[config.mk]
export PLATFORM = sky130hd
export DESIGN_NAME = feature_load_sequencer
export DESIGN_NICKNAME = d
export VERILOG_FILES = /design/src/rtl/feature_load_sequencer.sv
export SDC_FILE = /design/constraint.sdc
export NUM_CORES = 1
export LEC_CHECK = 0
export CORE_AREA = 2 2 230 232
export DETAILED_ROUTE_END_ITERATION = 10
export DIE_AREA = 0 0 232 234
export PLACE_DENSITY = 0.45
export SLEW_MARGIN = 25
export SYNTH_ARGS = -nofsm -noshare
export SYNTH_HDL_FRONTEND = slang
export SYNTH_SLANG_ARGS = --single-unit
export TNS_END_PERCENT = 50
[constraint.sdc]
create_clock -name clk -period 2.9 [get_ports clk]
set_input_delay 0.58 -clock clk [delete_from_list [all_inputs] [get_ports clk]]
set_output_delay 0.58 -clock clk [all_outputs]
set_load 0.02 [all_outputs]
[src/rtl/feature_load_sequencer.sv]
// feature_load_sequencer
// Streams one activation tile from the activation SRAM into the feature loader
// staging registers, then offers the tile to the compute array.
//
// Handshakes: a read is issued in any cycle where sram_rd_en_o and sram_gnt_i
// are both 1, and its data returns exactly one cycle later. The tile is
// transferred in any cycle where tile_valid_o and tile_ready_i are both 1;
// tile_valid_o never drops before that cycle.
module feature_load_sequencer #(
   parameter int inputWidth    = 256,
   parameter int elementWidth  = 8,
   parameter int numElements   = 128,
   parameter int addrWidth     = 8,
   parameter int sramAddrWidth = 16
) (
   input  logic                     clk,
   input  logic                     nrst,
   input  logic                     start_i,
   input  logic [sramAddrWidth-1:0] base_addr_i,
   input  logic [9:0]               num_elems_i,
   output logic                     sram_rd_en_o,
   output logic [sramAddrWidth-1:0] sram_addr_o,
   input  logic                     sram_gnt_i,
   input  logic [inputWidth-1:0]    sram_rdata_i,
   output logic                     fl_wr_en_o,
   output logic [addrWidth-1:0]     fl_addr_o,
   output logic [inputWidth-1:0]    fl_data_o,
   output logic [9:0]               fl_mask_start_o,
   output logic [9:0]               fl_mask_end_o,
   output logic                     tile_valid_o,
   input  logic                     tile_ready_i,
   output logic                     busy_o,
   output logic                     done_o,
   output logic [1:0]               dbg_state_o
);

   localparam int E    = inputWidth / elementWidth;
   localparam int MAXB = numElements / E;
   localparam int CW   = $clog2(MAXB + 1);

   typedef enum logic [1:0] {
      S_IDLE  = 2'd0,
      S_LOAD  = 2'd1,
      S_WAIT  = 2'd2,
      S_VALID = 2'd3
   } state_t;

   state_t                   state_q, state_d;
   logic [sramAddrWidth-1:0] base_q;
   logic [9:0]               n_q;
   logic [CW-1:0]            b_q;
   logic [CW-1:0]            issue_cnt;
   logic [CW-1:0]            write_cnt;
   logic                     wr_en_q;

   logic [9:0]               n_clamp;
   logic [CW-1:0]            b_calc;
   logic                     issued;

   // Clamp the requested count to the loader depth and round up to whole beats.
   always_comb begin
      n_clamp = (num_elems_i > 10'(numElements)) ? 10'(numElements) : num_elems_i;
      b_calc  = CW'((n_clamp + 10'(E - 1)) / 10'(E));
   end

   assign issued = (state_q == S_LOAD) && sram_gnt_i;

   // State register.
   always_ff @(posedge clk or negedge nrst) begin
      if (!nrst) state_q <= S_IDLE;
      else       state_q <= state_d;
   end

   // Next-state logic; the last granted beat leads to one WAIT cycle for its write.
   always_comb begin
      state_d = state_q;
      case (state_q)
         S_IDLE:  if (start_i) state_d = (b_calc == '0) ? S_VALID : S_LOAD;
         S_LOAD:  if (sram_gnt_i && (issue_cnt == CW'(b_q - 1'b1))) state_d = S_WAIT;
         S_WAIT:  state_d = S_VALID;
         S_VALID: if (tile_ready_i) state_d = S_IDLE;
         default: state_d = S_IDLE;
      endcase
   end

   // Tile parameters, beat counters and the one-cycle delayed write strobe.
   always_ff @(posedge clk or negedge nrst) begin
      if (!nrst) begin
         base_q    <= '0;
         n_q       <= '0;
         b_q       <= '0;
         issue_cnt <= '0;
         write_cnt <= '0;
         wr_en_q   <= 1'b0;
      end else begin
         wr_en_q <= issued;
         if (issued) begin
            write_cnt <= issue_cnt;
            issue_cnt <= issue_cnt + 1'b1;
         end
         if ((state_q == S_IDLE) && start_i) begin
            base_q    <= base_addr_i;
            n_q       <= n_clamp;
            b_q       <= b_calc;
            issue_cnt <= '0;
            write_cnt <= '0;
         end
      end
   end

   // Output decode; address buses are forced to 0 when not in use.
   always_comb begin
      sram_rd_en_o    = (state_q == S_LOAD);
      sram_addr_o     = (state_q == S_LOAD) ? base_q + sramAddrWidth'(issue_cnt) : '0;
      fl_wr_en_o      = wr_en_q;
      fl_addr_o       = wr_en_q ? addrWidth'(write_cnt) * addrWidth'(E) : '0;
      fl_data_o       = sram_rdata_i;
      fl_mask_start_o = '0;
      fl_mask_end_o   = (state_q == S_VALID) ? n_q : '0;
      tile_valid_o    = (state_q == S_VALID);
      busy_o          = (state_q != S_IDLE);
      done_o          = (state_q == S_VALID) && tile_ready_i;
      dbg_state_o     = state_q;
   end

endmodule

==> flow_metrics.env <==
export IMPL_root_buffer="clkbuf_16"
export IMPL_crit_family="adder cells"
export IMPL_path_max_fanout=2
export IMPL_vias=2414
export IMPL_worstSetupStartpointType="flip-flop"
export IMPL_grt_overflow_total=0
export IMPL_viasPerCell=2.36
export IMPL_crit_chain="ha_1 -> fa_2 -> and2_1 -> clkdlybuf4s50_1"
export IMPL_r2r_slack_ns=1.22
export IMPL_synth_seq_cells=38
export IMPL_finalNonFillerCells=1023
export IMPL_seq_area_frac_synth_pct=22.7
export IMPL_multi_input_area_sq_um=1220
export IMPL_irDropWorstVdd_mv=0.331
export IMPL_syn_avg_cell_area_sq_um=8.13
export IMPL_cts_sinks=38
export IMPL_synth_area_sq_um=4190
export IMPL_area_growth_pct=-3.35
export IMPL_p_comb_share_pct=49.0
export IMPL_htree_num_levels=2
export IMPL_final_setup_viol_count=0
export IMPL_end_kind="primary output"
export IMPL_power_net_switching_mw=1.32
export IMPL_numCtsBuffers=5
export IMPL_regArea_sq_um=952
export IMPL_hold_slack_ns=0.266
export IMPL_postCtsHoldBufs=0
export IMPL_grt_max_degree=39
export IMPL_grt_util_all_layers_pct=5.44
export IMPL_dpl_cell_area_sq_um=3800
export IMPL_slew_violations=0
export IMPL_fin_crit_sh_pct=97.1
export IMPL_synth_area_leader_cell="buf_4"
export IMPL_n_fill_cell=6101
export IMPL_max_stage_delay_ns=0.66
export IMPL_critPathRequiredTime_ns=2.32
export IMPL_netSwitchingFraction_pct=41.0
export IMPL_drc_errors=0
export IMPL_design_area_sq_um=4050
export IMPL_relSlewSlack_pct=62.3
export IMPL_total_leakage_power_nw=1.51
export IMPL_synth_area_leaders="buf_4 (49%), dfrtp_1 (23%), nand2_1 (5.8%)"
export IMPL_grt_pass1_vias=2557
export IMPL_hold_viol=0
export IMPL_critPathArrivalTime_ns=2.24
export IMPL_dr_pass1_iters=4
export IMPL_ff2ff_path_depth=6
export IMPL_pwr_share_seq_pct=27.9
export IMPL_drt_initial_drc_count=81
export IMPL_ant_nets=0
export IMPL_ys_flop_type="dfrtp_1"
export IMPL_die_w_um=232
export IMPL_internal_power_mw=1.90
export IMPL_total_power_mw=3.23
export IMPL_yosysUniqueCellTypes=34
export IMPL_clk_latency_ns=0.29
export IMPL_path_class="reg -> out"
export IMPL_coreArea_sq_um=52000
export IMPL_hold_path_class="in -> async"
export IMPL_port_buffers=66
export IMPL_placed_cells=1012
export IMPL_dp_hpwl_um=12500
export IMPL_finClkSkew_ns=0.00431
export IMPL_utilization_pct=7.78
export IMPL_layout_nets=631
export IMPL_synth_edf_count=0
export IMPL_period_needed_ns=2.82
export IMPL_cts_buffer_depth=2
export IMPL_synth_most_common_cell="buf_4"
export IMPL_die_h_um=234
export IMPL_synth_async_sr_flop_share_pct=100
export IMPL_io_pins=594
export IMPL_yosysWarnings=0
export IMPL_wl_per_cell_um=14.9
export IMPL_grt_pass1_wl_um=20000
export IMPL_r2r_end="issue_cnt[1]"
export IMPL_pwr_share_clk_pct=23.2
export IMPL_fmax_ghz=0.355
export IMPL_status="finished clean"
export IMPL_crit_buf_inv=1
export IMPL_yosysTopAreaCellShare_pct=48.6
export IMPL_ys_top_cells_by_count="buf_4 (271), nand2_1 (65), dfrtp_1 (38)"
export IMPL_cts_tree="built"
export IMPL_drive_gt1_share_pct=13.8
export IMPL_initial_core_util_pct=8.05
export IMPL_clk_pin_slew_worst_paths_ns=0.07
export IMPL_rr_startpoint="dbg_state_o[1]"
export IMPL_p_per_area_nw_per_um2=797
export IMPL_totalWireLength_um=15200
export IMPL_rows=84
export IMPL_crit_path_top_delay_cell="clkdlybuf4s50_1"
export IMPL_gp_routability_congestion=0.651
export IMPL_maxCapViolCount=0
export IMPL_synthCells=515
export IMPL_antenna_found_initial=2
export IMPL_rsz0062_at_grt="false"
export IMPL_dieArea_sq_um=54300
export IMPL_worst_slew_pin_slew_ns=0.561
[layout by cell type, fill, tap and decap left out, types with 2 or more instances in the layout]
cell	count
a21oi_1	9
a21oi_2	5
a22o_1	5
a31oi_1	2
and2_1	20
and4_1	2
buf_12	6
buf_4	19
bufinv_16	2
clkbuf_16	5
clkdlybuf4s50_1	51
conb_1	15
dfrtp_1	37
ha_1	10
inv_1	11
mux2i_1	2
nand2_1	64
nand3_1	7
nand4_1	3
nor2_1	8
o21ai_0	9
o22ai_1	3
o31ai_1	3
or3_1	7
or4_1	2
or4_4	3
xnor2_1	2
xor2_1	7
[per-stage QoR]
step	TNS, ns	setup slack, ns
after floorplan	0	0.405
after global placement	0	0.128
after detailed placement	0	0.115
after CTS	-0.00496	-0.00496
after global routing	0	0.000238
final	0	0.0843
[how the worst max path moves through the flow]
stage | cells after the start | from | end | slack [ns]
floorplan | 6 | issue_cnt[0] | sram_addr_o[14] | 0.40
global placement | 5 | num_elems_i[1] | n_q[3] | 0.13
detailed placement | 5 | num_elems_i[1] | n_q[2] | 0.11
CTS | 8 | base_q[1] | sram_addr_o[7] | -0.005
global route | 8 | issue_cnt[1] | sram_addr_o[7] | 0.0002
finish | 4 | base_q[0] | sram_addr_o[1] | 0.08
[kinds of logic (layout without fill, tap and decap cells)]
kind of cell / count (synthesis) / in the layout / share of synthesized area, %
buffers and inverters: 291 / 96 / 50.4
DFF: 38 / 38 / 22.7
adders and majority gates: 11 / 11 / 3.46
other: 1 / 16 / 0.0895
xor gates and xnor gates: 10 / 10 / 2.42
muxes: 2 / 2 / 0.478
AOI/OAI and AO/OA: 43 / 43 / 6.87
and+or+nand+nor: 119 / 119 / 13.6
[power groups by stage]
stage          Combinational (mW)  Sequential, mW  Clock [mW]
2_1_floorplan                1.34           0.888           0
5_1_grt                      1.76           0.930       0.806
6_report                     1.58           0.899       0.748
3_3_place_gp                 1.59           0.900           0
4_1_cts                      1.62           0.903       0.780
3_5_place_dp                 1.59           0.910           0
[cell type report]
type	count	share of cell area (%)
multi-input combinational	200	30.0
clock inverter	3	1.70
sequential	38	23.5
tap	688	21.3
inverter	11	1.02
clock buffer	5	3.09
timing repair buffer	77	19.3
antenna	1	0.0618
[per-layer routing]
layer	up-vias	global-route usage [%]	part of all wire, %
met5	-	0	0.21
met4	4	5.63	11
met3	142	4.58	18
met2	286	7.34	39
met1	989	4.83	32
li1	993	-	-
[what timing repair did]
item                                    in CTS  in global routing
resized for setup                            6                  5
endpoints found under the setup margin       3                  4
pin swaps                                    1                  1
setup buffers                                0                  2
[registers in the layout (all words and copies together), names as in the netlist]
signal and cells:
write_cnt 3, b_q 3, issue_cnt 3, n_q 10, base_q 16, fl_wr_en_o 1
dbg_state_o 2
Note: power is estimated with default switching activity, not from simulation.
